`src/rtl/mult_issue_ctl.sv`:
```
// mult_issue_ctl: sequencer wrapped around the 32-bit shift-add multiplier.
// It accepts one operand pair at a time and turns signed operands into
// magnitudes. It pulses mult_start, then waits for a qualified mult_done.
// When the product arrives it applies the sign correction and holds the
// 64-bit result until the consumer takes it. Only one operation is in flight.
//
// Ports
//   clk, reset              rising-edge clock, asynchronous active-low reset
//   in_valid/in_ready       request handshake; in_ready is high only in IDLE
//   in_a, in_b              32-bit operands
//   in_signed, in_tag       operand signedness and the request tag
//   mult_start              one-cycle start pulse to the multiplier
//   mult_a, mult_b          operand magnitudes, stable from START through LAG
//   mult_done, mult_product completion and product from the multiplier
//   out_valid/out_ready     result handshake; out_valid is high in HOLD
//   out_product, out_tag    sign-corrected product and the tag of that request
//   out_err                 timeout abort; out_product is 0 when this is set
//   busy                    the sequencer is not idle
module mult_issue_ctl #(
    parameter int TAG_W    = 4,
    parameter int PROD_LAG = 1,
    parameter int GUARD    = 2,
    parameter int TIMEOUT  = 80
) (
    input  logic             clk,
    input  logic             reset,
    input  logic             in_valid,
    output logic             in_ready,
    input  logic [31:0]      in_a,
    input  logic [31:0]      in_b,
    input  logic             in_signed,
    input  logic [TAG_W-1:0] in_tag,
    output logic             mult_start,
    output logic [31:0]      mult_a,
    output logic [31:0]      mult_b,
    input  logic             mult_done,
    input  logic [63:0]      mult_product,
    output logic             out_valid,
    input  logic             out_ready,
    output logic [63:0]      out_product,
    output logic [TAG_W-1:0] out_tag,
    output logic             out_err,
    output logic             busy
);

    typedef enum logic [2:0] {
        ST_IDLE  = 3'd0,
        ST_START = 3'd1,
        ST_WAIT  = 3'd2,
        ST_LAG   = 3'd3,
        ST_HOLD  = 3'd4
    } state_t;

    // The wait counter saturates at CNT_MAX. With the timeout disabled,
    // the counter cannot wrap back under GUARD.
    localparam int CNT_MAX  = (TIMEOUT > GUARD) ? TIMEOUT : GUARD;
    localparam int CNT_W    = $clog2(CNT_MAX + 2);
    localparam int LAG_LAST = (PROD_LAG > 0) ? PROD_LAG - 1 : 0;
    localparam int LAG_W    = $clog2(LAG_LAST + 2);

    state_t             state_r;
    state_t             next_state_s;
    logic [CNT_W-1:0]   wait_cnt_r;
    logic [LAG_W-1:0]   lag_cnt_r;
    logic               neg_r;
    logic               accept_s;
    logic               capture_s;
    logic               timeout_s;
    logic               done_qual_s;
    logic               timeout_hit_s;

    // Magnitude of a 32-bit operand. -2^31 maps to 32'h8000_0000 unsigned.
    function automatic logic [31:0] magnitude32(input logic [31:0] v, input logic sgn);
        magnitude32 = (sgn & v[31]) ? (~v + 32'd1) : v;
    endfunction

    // Two's-complement negation of the 64-bit product.
    function automatic logic [63:0] negate64(input logic [63:0] v);
        negate64 = ~v + 64'd1;
    endfunction

    assign in_ready      = (state_r == ST_IDLE);
    assign busy          = (state_r != ST_IDLE);
    assign mult_start    = (state_r == ST_START);
    assign out_valid     = (state_r == ST_HOLD);
    // A done seen during the guard window is stale, left over from an earlier operation.
    assign done_qual_s   = mult_done && (wait_cnt_r >= CNT_W'(GUARD));
    assign timeout_hit_s = (TIMEOUT != 0) && (wait_cnt_r == CNT_W'(TIMEOUT));

    // Next-state and datapath-enable decode
    always_comb begin
        next_state_s = state_r;
        accept_s     = 1'b0;
        capture_s    = 1'b0;
        timeout_s    = 1'b0;
        case (state_r)
            ST_IDLE: begin
                if (in_valid) begin
                    accept_s     = 1'b1;
                    next_state_s = ST_START;
                end else begin
                    next_state_s = ST_IDLE;
                end
            end
            ST_START: begin
                next_state_s = ST_WAIT;
            end
            ST_WAIT: begin
                if (done_qual_s) begin
                    if (PROD_LAG == 0) begin
                        capture_s    = 1'b1;
                        next_state_s = ST_HOLD;
                    end else begin
                        next_state_s = ST_LAG;
                    end
                end else if (timeout_hit_s) begin
                    timeout_s    = 1'b1;
                    next_state_s = ST_HOLD;
                end else begin
                    next_state_s = ST_WAIT;
                end
            end
            ST_LAG: begin
                if (lag_cnt_r == LAG_W'(LAG_LAST)) begin
                    capture_s    = 1'b1;
                    next_state_s = ST_HOLD;
                end else begin
                    next_state_s = ST_LAG;
                end
            end
            ST_HOLD: begin
                if (out_ready) begin
                    next_state_s = ST_IDLE;
                end else begin
                    next_state_s = ST_HOLD;
                end
            end
            default: begin
                next_state_s = ST_IDLE;
            end
        endcase
    end

    // State register, counters, operand latch and result capture
    always_ff @(posedge clk or negedge reset) begin
        if (!reset) begin
            state_r     <= ST_IDLE;
            wait_cnt_r  <= '0;
            lag_cnt_r   <= '0;
            neg_r       <= 1'b0;
            mult_a      <= 32'd0;
            mult_b      <= 32'd0;
            out_product <= 64'd0;
            out_tag     <= '0;
            out_err     <= 1'b0;
        end else begin
            state_r <= next_state_s;

            if (accept_s) begin
                neg_r   <= in_signed & (in_a[31] ^ in_b[31]);
                mult_a  <= magnitude32(in_a, in_signed);
                mult_b  <= magnitude32(in_b, in_signed);
                out_tag <= in_tag;
            end

            if (state_r == ST_WAIT) begin
                if (wait_cnt_r != CNT_W'(CNT_MAX)) begin
                    wait_cnt_r <= wait_cnt_r + CNT_W'(1);
                end
            end else begin
                wait_cnt_r <= '0;
            end

            if (state_r == ST_LAG) begin
                lag_cnt_r <= lag_cnt_r + LAG_W'(1);
            end else begin
                lag_cnt_r <= '0;
            end

            if (capture_s) begin
                out_product <= neg_r ? negate64(mult_product) : mult_product;
                out_err     <= 1'b0;
            end else if (timeout_s) begin
                out_product <= 64'd0;
                out_err     <= 1'b1;
            end
        end
    end

endmodule

```
`config.mk`:
```
export PLATFORM = sky130hd
export DESIGN_NAME = mult_issue_ctl
export DESIGN_NICKNAME = d
export VERILOG_FILES = /design/src/rtl/mult_issue_ctl.sv
export SDC_FILE = /design/constraint.sdc
export NUM_CORES = 1
export LEC_CHECK = 0
export ABC_AREA = 1
export BUFFER_PORTS_ARGS = -buffer_cell sky130_fd_sc_hd__buf_2
export CAP_MARGIN = 0
export CORE_ASPECT_RATIO = 0.8
export CORE_MARGIN = 5
export CORE_UTILIZATION = 50
export DETAILED_ROUTE_END_ITERATION = 12
export HOLD_SLACK_MARGIN = 0.15
export PLACE_DENSITY = 0.77
export SLEW_MARGIN = 10
export SYNTH_ARGS = -nofsm -noshare
export SYNTH_HDL_FRONTEND = slang
export SYNTH_SLANG_ARGS = --single-unit
```
`constraint.sdc`:
```
create_clock -name clk -period 4.4 [get_ports clk]
set_clock_uncertainty 0.15 [all_clocks]
set_input_delay 0.88 -clock clk [delete_from_list [all_inputs] [get_ports clk]]
set_output_delay 0.88 -clock clk [all_outputs]
set_load 0.1 [all_outputs]
```
# After elaboration in Yosys (flattened, before gate mapping)

Index checks and enable logic that the tools add are counted.

Word-level logic and storage cells: 56
Output and inout port bits: 137
Input bits: 138
Register bits after elaboration: 145

Reduce and logical (&&, ||, !) cells: 4
Equal/unequal tests: 7
Bitwise gates (word level): 7
Order comparisons: 1
Add/subtract/negate cells: 5
Muxes and demuxes: 23

Operators with widths:

| kind                                                                                 | count |
|---|---|
| 64-bit two-way mux                                                                   | 3 |
| 32-bit by 1-bit adder with 32-bit output (second input constant)                     | 2 |
| 64-bit by 1-bit adder with 64-bit output (second input constant)                     | 1 |
| 32-bit two-way mux                                                                   | 2 |
| 32-bit NOT                                                                           | 2 |
| 64-bit NOT                                                                           | 1 |
| 3-bit case mux with 5 select lines                                                   | 1 |
| 7-bit two-way mux                                                                    | 2 |
| 3-bit two-way mux                                                                    | 4 |
| 1-bit two-way mux                                                                    | 11 |
| 7-bit by 1-bit adder with 7-bit output (second input constant)                       | 1 |
| 7-bit equality test (second input constant)                                          | 1 |
| 7-bit by 2-bit greater-or-equal comparator with 1-bit output (second input constant) | 1 |
| 7-bit != test (second input constant)                                                | 1 |
| 3-bit by 2-bit equality test with 1-bit output (second input constant)               | 2 |
| 1-bit bitwise AND                                                                    | 3 |
| 3-bit by 1-bit equality test with 1-bit output (second input constant)               | 1 |
| 3-bit equality test (second input constant)                                          | 1 |
| 3-bit logical NOT                                                                    | 1 |
| 3-bit nonzero test                                                                   | 1 |
| 2-bit by 1-bit != test with 1-bit output (second input constant)                     | 1 |
| 2-bit nonzero test                                                                   | 1 |
| 1-bit adder (second input constant)                                                  | 1 |
| 1-bit logical AND                                                                    | 1 |
| 1-bit XOR                                                                            | 1 |

# Depth between registers and ports, before layout

Gate-level depths: netlist of the first run.

Word-level depth: 6
Depth in mapped cells: 12
Gate-level depth less buffers: 12

# Least setup slack after synthesis of the first run

No wires, ideal clock.

Kind: register to output
Start: register state_r[2]
End: output port mult_start
Cell stages (with the launch flop): 2
Path buffers: 0
Arrival time: 2590 ps
Data required time: 3370 ps
Setup slack: 780 ps
Cell sequence: dfrtp_1 > nor3_1

Cells in the longest elaborated chain, start to end: 1

RTL lines:

| item                                           | line | RTL |
|---|---|---|
| from (decl)                                    | 61   | `state_t state_r;` |
| from (signal assigned)                         | 157  | `state_r <= next_state_s;` |
| 3-bit by 1-bit equality test with 1-bit output | 84   | `assign mult_start = (state_r == ST_START);` |
| to (decl)                                      | 33   | `output logic mult_start,` |

No other way between the ends.

# Final worst setup path of the first run

Start: register state_r[0]
End: output port out_valid

Cells in the longest elaborated chain, start to end: 1

RTL lines:

| item                | line | RTL |
|---|---|---|
| 3-bit equality test | 85   | `assign out_valid = (state_r == ST_HOLD);` |
| to (decl)           | 38   | `output logic out_valid,` |

No other way between the ends.

==> results of run 1 <==
through the flow:
step / instances / cell area, µm² / worst slack (ns) / util
after detailed placement: 1960 / 11100 / 1.50 / 0.587
after CTS: 1992 / 11700 / 1.66 / 0.618
after global routing: 1993 / 11700 / 1.56 / 0.619
after global placement: 1960 / 11100 / 1.54 / 0.587
after floorplan: 1469 / 9610 / 0.780 / -
final: 1993 / 11700 / 1.66 / 0.619
cell families after synthesis:
logic type,count (synthesis)
adder cells (fa/ha/maj),6
AO/OA/AOI/OAI,166
XOR/XNOR,30
buffers and inverters,173
AND/OR/NAND/NOR,949
flip-flops,145
cell usage in the layout, fill, tap and decap left out, drive strengths merged:
cell	netlist	layout
or2	5	5
xor2	22	22
buf	34	283
dfrtp	145	145
xnor2	8	8
o21ai	129	129
nand3b	11	11
nor2	202	202
ha	6	6
a22oi	1	1
clkinvlp	0	2
and2	2	2
diode	0	1
nand2	480	480
inv	123	131
nand3	216	216
o31ai	3	3
o21a	1	1
clkbuf	16	17
a2bb2oi	1	1
bufinv	0	1
nand4	20	20
a21oi	29	29
clkinv	0	4
nor3	13	13
a31oi	1	1
o211ai	1	1
final timing paths:
kind,cells past startpoint,slack (ns),endpoint,startpoint
worst max-delay path,4,1.66,out_valid,state_r[0]
worst min-delay path,2,0.33,mult_b[24],mult_b[24]
worst max register to register,7,1.75,out_product[36],state_r[2]
worst min register to register,2,0.33,mult_b[24],mult_b[24]
max in group asynchronous,2,2.83,out_product[13],reset
min in group asynchronous,1,0.34,mult_b[30],reset
synthesized netlist by cell type, drive strengths merged (6+ instances only):
cell type / instances
buf: 34
a21oi: 29
o21ai: 129
xnor2: 8
nor3: 13
inv: 123
nor2: 202
xor2: 22
nand2: 480
nand4: 20
clkbuf: 16
dfrtp: 145
nand3b: 11
nand3: 216
ha: 6
cell type report:
| class | instances | share of cell area |
|---|---|---|
| Sequential cell | 145 | 0.310 |
| Clock inverter | 15 | 0.0142 |
| Antenna cell | 1 | 0.000214 |
| Multi-Input combinational cell | 1151 | 0.448 |
| Inverter | 123 | 0.0395 |
| Tap cell | 258 | 0.0276 |
| Clock buffer | 17 | 0.0364 |
| Timing Repair Buffer | 283 | 0.124 |
tightest hold or removal path: cells and delay by family, from the launching register on:
kind             cells  cell delay, ns
DFF                  1            0.34
and+or+nand+nor      2            0.11
registers in the layout, summed over array words and instances, names as in the netlist:
register / flops
mult_a: 32
neg_r: 1
out_tag: 4
out_product: 64
state_r: 3
wait_cnt_r: 7
out_err: 1
mult_b: 32
lag_cnt_r: 1
metal layers:
layer  share of wire  vias to the layer above
met5               0                        -
met4           0.020                        0
met3            0.11                       52
met2            0.42                      538
met1            0.45                     5045
li1                -                     5256
==> qor.txt, run 1 <==
RSZ-0062 raised after global routing -> false
Largest family of logic cells by synthesized area -> simple AND/OR/NAND/NOR gates
NumNets Final -> 1,865
Grt ovf -> 0
Vias in the first global route -> 9,843
Reg area -> 3630 µm²
Critical-path cell with the highest stage delay -> buf_2
WP buf/inv -> 2
Clock transition at the registers of the reported paths -> 0.07 ns
Share of cells above drive strength 1 -> 0.201
Area of the multi-input gates -> 5250 µm²
Detail Route Antenna Nets -> 0
Simple-gate share of the synthesized area -> 0.418
Yosys cell types -> 36
Most used cell, CP -> nor2_1
Ys flop type -> dfrtp_1
Fraction of registers with async set/reset -> 1.00
Hold Crit Class -> reg2reg
Initial Utilization -> 0.508
Core box area -> 18,900 µm²
Final Cycle Share -> 0.623
Layout area overhead -> 21.8%
Synth Area in XOR/XNOR -> 0.0274
CP Cell Sequence -> nor2_1, inv_2, nor2_1, buf_2
Yosys warns -> 0
CP top delay family -> buffers and inverters
Worst-Margin Slew -> 1.07 ns
Total Wirelength -> 34,600 µm
Die area -> 22,100 µm²
CP Data Required Time -> 3.37 ns
DR DRC count -> 0
Synthesized area -> 9610 µm²
Critical path launch point type -> register
Filler instances -> 1,854
Grt met1 use -> 0.472
Tot GR Track Use -> 0.309
Die Wd -> 165 µm
Skew-Pair Late Insertion Delay -> 0.43 ns
Max Cap Viol -> 0
Vias -> 10,900
IO Pins -> 275
Router iterations before antenna repair -> 7
Sequential share of the synthesized area -> 0.378
Max incr delay on CP -> 0.46 ns
CTS Buf Count -> 17
Wire per inst -> 17.4 µm
M3 GR Usage -> 0.0836
Sink Count -> 145
Final setup violation count -> 0
CTS tree -> done
Kind of critical path -> reg2out
Clk root buf -> clkbuf_16
H-Tree Depth -> 4
CTS max path bufs -> 2
Post CTS Setup Buffer Count -> 0
Port Buffers -> 274
Largest net degree at the start of global routing -> 102
Yosys top cell by area -> dfrtp_1
Setup total negative slack -> 0 ns
Starting DRT DRC Count -> 1,244
Synth Area in Compound Gates -> 0.0927
Synth Area per Inst -> 6.54 µm²
PostCTS Resize Cnt -> 0
Row cnt -> 45
Die H -> 134 µm
Post-cts hold buffer count -> 0
Run status -> complete, no violations
FF+latch count, synth -> 145
CP Capture Type -> output pin
Top Usage Layer GRT -> met1
Post-layout min period -> 2.74 ns
Max Fclk -> 365 MHz
EDFF count, synth -> 0
Arrival @ worst endpoint -> 1.71 ns
Mux cell area share after synthesis -> 0
Global routing usage on met2 -> 0.433
Global placement routability congestion -> 1.05
Fin. Hold Viols -> 0
Slew Viols, Final -> 0
DR vias/cell -> 5.46
WHS -> 0.329 ns
Crit-path max FO -> 3
Synth top area share -> 0.378
First-pass GRT wire length -> 53,800 µm
Slew HR -> 0.282
Cell count after synthesis -> 1,469
Dpl hpwl -> 26,900 µm
Area contributors post-synth -> dfrtp_1, nand2_1, nand3_1
Syn Nets -> 1,613
Initial antenna violation count -> 1
Post-synthesis adder-cell area fraction -> 0.00782
Power of run 1 is left out: the tool's default activity adds up to more than one toggle a clock period on the data nets, which glitch-free logic cannot reach.
==> run 2, diff against run 1 <==
- ABC_AREA: 1 -> 0
- CORE_UTILIZATION: 50 -> 46
- clock period: 4.4 -> 2.35 ns (I/O delays scaled with it)
==> qor.txt, run 2 <==
Fin. Hold Viols -> 0 (unchanged)
Clock transition at the registers of the reported paths -> 0.06 ns (about the same)
Port Buffers -> 274 (unchanged)
Die Wd -> 159 µm (-3.5%)
Vias -> 8,565 (-21%)
Largest net degree at the start of global routing -> 66 (-35%)
Initial antenna violation count -> 0 (-1)
First-pass GRT wire length -> 42,700 µm (-21%)
Failing checks -> negative setup slack
Final setup violation count -> 9 (+9)
CTS Buf Count -> 17 (unchanged)
Max Cap Viol -> 0 (unchanged)
Critical Path End -> out_product[52]
Global placement routability congestion -> 0.913 (-13%)
Wire per inst -> 17.4 µm (about the same)
Reg area -> 3630 µm² (about the same)
Leading registers by flop count -> out_product: 64 flops, mult_a: 32 flops, mult_b: 32 flops
Sequential share of the synthesized area -> 0.443 (+0.0651)
Post-synthesis adder-cell area fraction -> 0.00916 (+0.00135)
Cell count after synthesis -> 912 (-38%)
H-Tree Depth -> 4 (unchanged)
Flop2flop setup slack -> 0.18 ns (-1.57 ns)
Simple-gate share of the synthesized area -> 0.196 (-0.222)
Largest family of logic cells by synthesized area -> simple AND/OR/NAND/NOR gates
Vias in the first global route -> 8,571 (-13%)
Tot GR Track Use -> 0.252 (-0.0574)
Setup crit start -> mult_product[5]
Detail Route Antenna Nets -> 0 (unchanged)
IO Pins -> 275 (unchanged)
Max Fclk -> 411 MHz
Ys flop type -> dfrtp_1
FF+latch count, synth -> 145 (unchanged)
Row cnt -> 43 (-4.4%)
Skew-Pair Late Insertion Delay -> 0.41 ns (-0.02 ns)
Fraction of registers with async set/reset -> 1.00 (unchanged)
CTS tree -> done
Filler instances -> 1,324 (-29%)
Yosys top cell by area -> dfrtp_1
Grt ovf -> 0 (unchanged)
Area of the multi-input gates -> 4780 µm² (-8.9%)
Share of cells above drive strength 1 -> 0.411 (+0.210)
Area contributors post-synth -> dfrtp_1, xor2_1, o21ai_0
DR DRC count -> 0 (unchanged)
Worst Slack Setup Final -> -0.0827 ns (-1.74 ns)
Die H -> 129 µm (-3.4%)
Sink Count -> 145 (unchanged)
Router iterations before antenna repair -> 5 (-2)
DR vias/cell -> 5.46 (about the same)
Synth top area share -> 0.443 (+0.0651)
Pre-CTS WS -> -0.464 ns (-1.96 ns)
Final Cycle Share -> 1.04
Yosys warns -> 0 (unchanged)
Synthesized area -> 8190 µm² (-15%)
Most common cell after layout, fill and taps aside -> buf_2
Worst-Margin Slew -> 0.633 ns (-0.440 ns)
Critical path launch point type -> primary input
Arrival @ worst endpoint -> 2.54 ns (+0.83 ns)
Clk root buf -> clkbuf_16
Total Wirelength -> 27,200 µm (-21%)
Yosys cell types -> 48 (+33%)
Core box area -> 17,400 µm² (-7.9%)
Crit-path max FO -> 3 (unchanged)
Kind of critical path -> in2reg
EDFF count, synth -> 0 (unchanged)
Hold Crit Class -> in2reg
Commonest cells in the netlist -> nand2_1, dfrtp_1, o21ai_0
Layout area overhead -> 49.4%
Die area -> 20,600 µm² (-6.8%)
Antenna Diode Count -> 0 (-1)
CTS max path bufs -> 2 (unchanged)
Syn Nets -> 1,056 (-35%)
NumNets Final -> 1,475 (-21%)
Reg-to-Reg Start -> state_r[1]
Dpl hpwl -> 20,000 µm (-26%)
Run status -> finished with violations
RSZ-0062 raised after global routing -> true
Starting DRT DRC Count -> 624 (-50%)
Synth Area per Inst -> 8.98 µm² (+37%)
Synth Area in Compound Gates -> 0.173 (+0.0800)
Initial Utilization -> 0.470 (-0.0377)
Most numerous cell in the Yosys netlist -> nand2_1
Fin cells -> 1,568 (-21%)
Biggest register -> out_product
CP Data Required Time -> 2.46 ns (-0.91 ns)
Post-layout min period -> 2.43 ns
Most frequent cells in the layout -> buf_2, nand2_1, buf_4
Register-to-Register Path Depth -> 7 (unchanged)
Max FFs per register -> 64 (unchanged)
Slew Viols, Final -> 0 (unchanged)
CP Capture Type -> register
Synth Area in XOR/XNOR -> 0.135 (+0.107)
Mux cell area share after synthesis -> 0.0119 (+0.0119)
Slew HR -> 0.578 (+0.296)
Worst R2R End -> out_product[5]
Inst Count DP -> 1,520 (-22%)
[run 2: cell types whose count changed in the layout (fill, tap and decap cells not counted), sizes merged, moves of 20 or more]
cell | before | now
nand2 | 480 | 165
nand3 | 216 | 9
buf | 283 | 442
nor2 | 202 | 46
inv | 131 | 14
xor2 | 22 | 93
o21ai | 129 | 157
o41ai | 0 | 26
xnor2 | 8 | 33
o31ai | 3 | 25
or4 | 0 | 22
nor4 | 0 | 20
[run 2: cell families (layout without fill, tap and decap cells)]
group                      count (synthesis)  count (layout)
xor gates and xnor gates                 126             126
muxes                                      9               9
and+or+nand+nor                          328             329
buffers and inverters                     61             491
adders and majority gates                  6               6
DFF                                      145             145
AOI/OAI and AO/OA                        237             237
[run 2: how the worst min path moves through the flow]
| stage | slack (ns) | endpoint | cells past startpoint | from |
|---|---|---|---|---|
| 6_report | 0.18 | state_r[2] | 3 | out_ready |
| 5_1_grt | 0.17 | mult_b[31] | 3 | in_b[31] |
| 4_1_cts | 0.17 | mult_b[31] | 3 | in_b[31] |
| 3_5_place_dp | 0.31 | out_product[17] | 1 | reset |
| 3_3_place_gp | 0.31 | out_product[17] | 1 | reset |
| 2_1_floorplan | 0.02 | lag_cnt_r | 0 | reset |
[run 2: per-layer routing]
| metal | wire length [µm] | GRT usage | vias to the layer above |
|---|---|---|---|
| met5 | 0 | 0 | - |
| met4 | 598 | 0.0832 | 0 |
| met3 | 2140 | 0.0687 | 54 |
| met2 | 12900 | 0.413 | 341 |
| met1 | 11600 | 0.328 | 4118 |
| li1 | - | - | 4052 |
[run 2: layout make-up]
cell class | count | area share
Timing Repair Buffer | 447 | 0.232
Multi-Input combinational cell | 707 | 0.390
Inverter | 13 | 0.00399
Clock inverter | 8 | 0.0142
Sequential cell | 145 | 0.297
Tap cell | 225 | 0.0230
Clock buffer | 23 | 0.0399
[run 2: metrics by stage]
step           TNS [ns]  area [µm²]  hold WS (ns)  utilization
2_1_floorplan     -1.86        8500        0.0244            -
3_3_place_gp     -17.70       11200         0.306        0.642
3_5_place_dp     -20.65       11200         0.309        0.642
4_1_cts         -0.0568       12000         0.165        0.688
5_1_grt           -1.36       12200         0.168        0.702
6_report         -0.241       12200         0.185        0.702
[run 2: timing repair]
| item | CTS | global route |
|---|---|---|
| setup endpoints to repair | 10 | 28 |
| resized for setup | 11 | 31 |
| pin swaps | 9 | 21 |
| hold endpoints to repair | 50 | 0 |
| cloned | 0 | 1 |
| buffers inserted | 2 | 9 |
| hold buffers | 5 | 0 |
[run 2: worst max-delay path, stage by stage]
cell and delay (ns):
buf_6 0.09, or4_4 0.56, buf_6 0.16, nor4_4 0.35
nand3_2 0.21, buf_6 0.18, o41ai_4 0.23, xor2_1 0.20
o21ai_1 0.09
Power of run 2 is left out for the same reason.
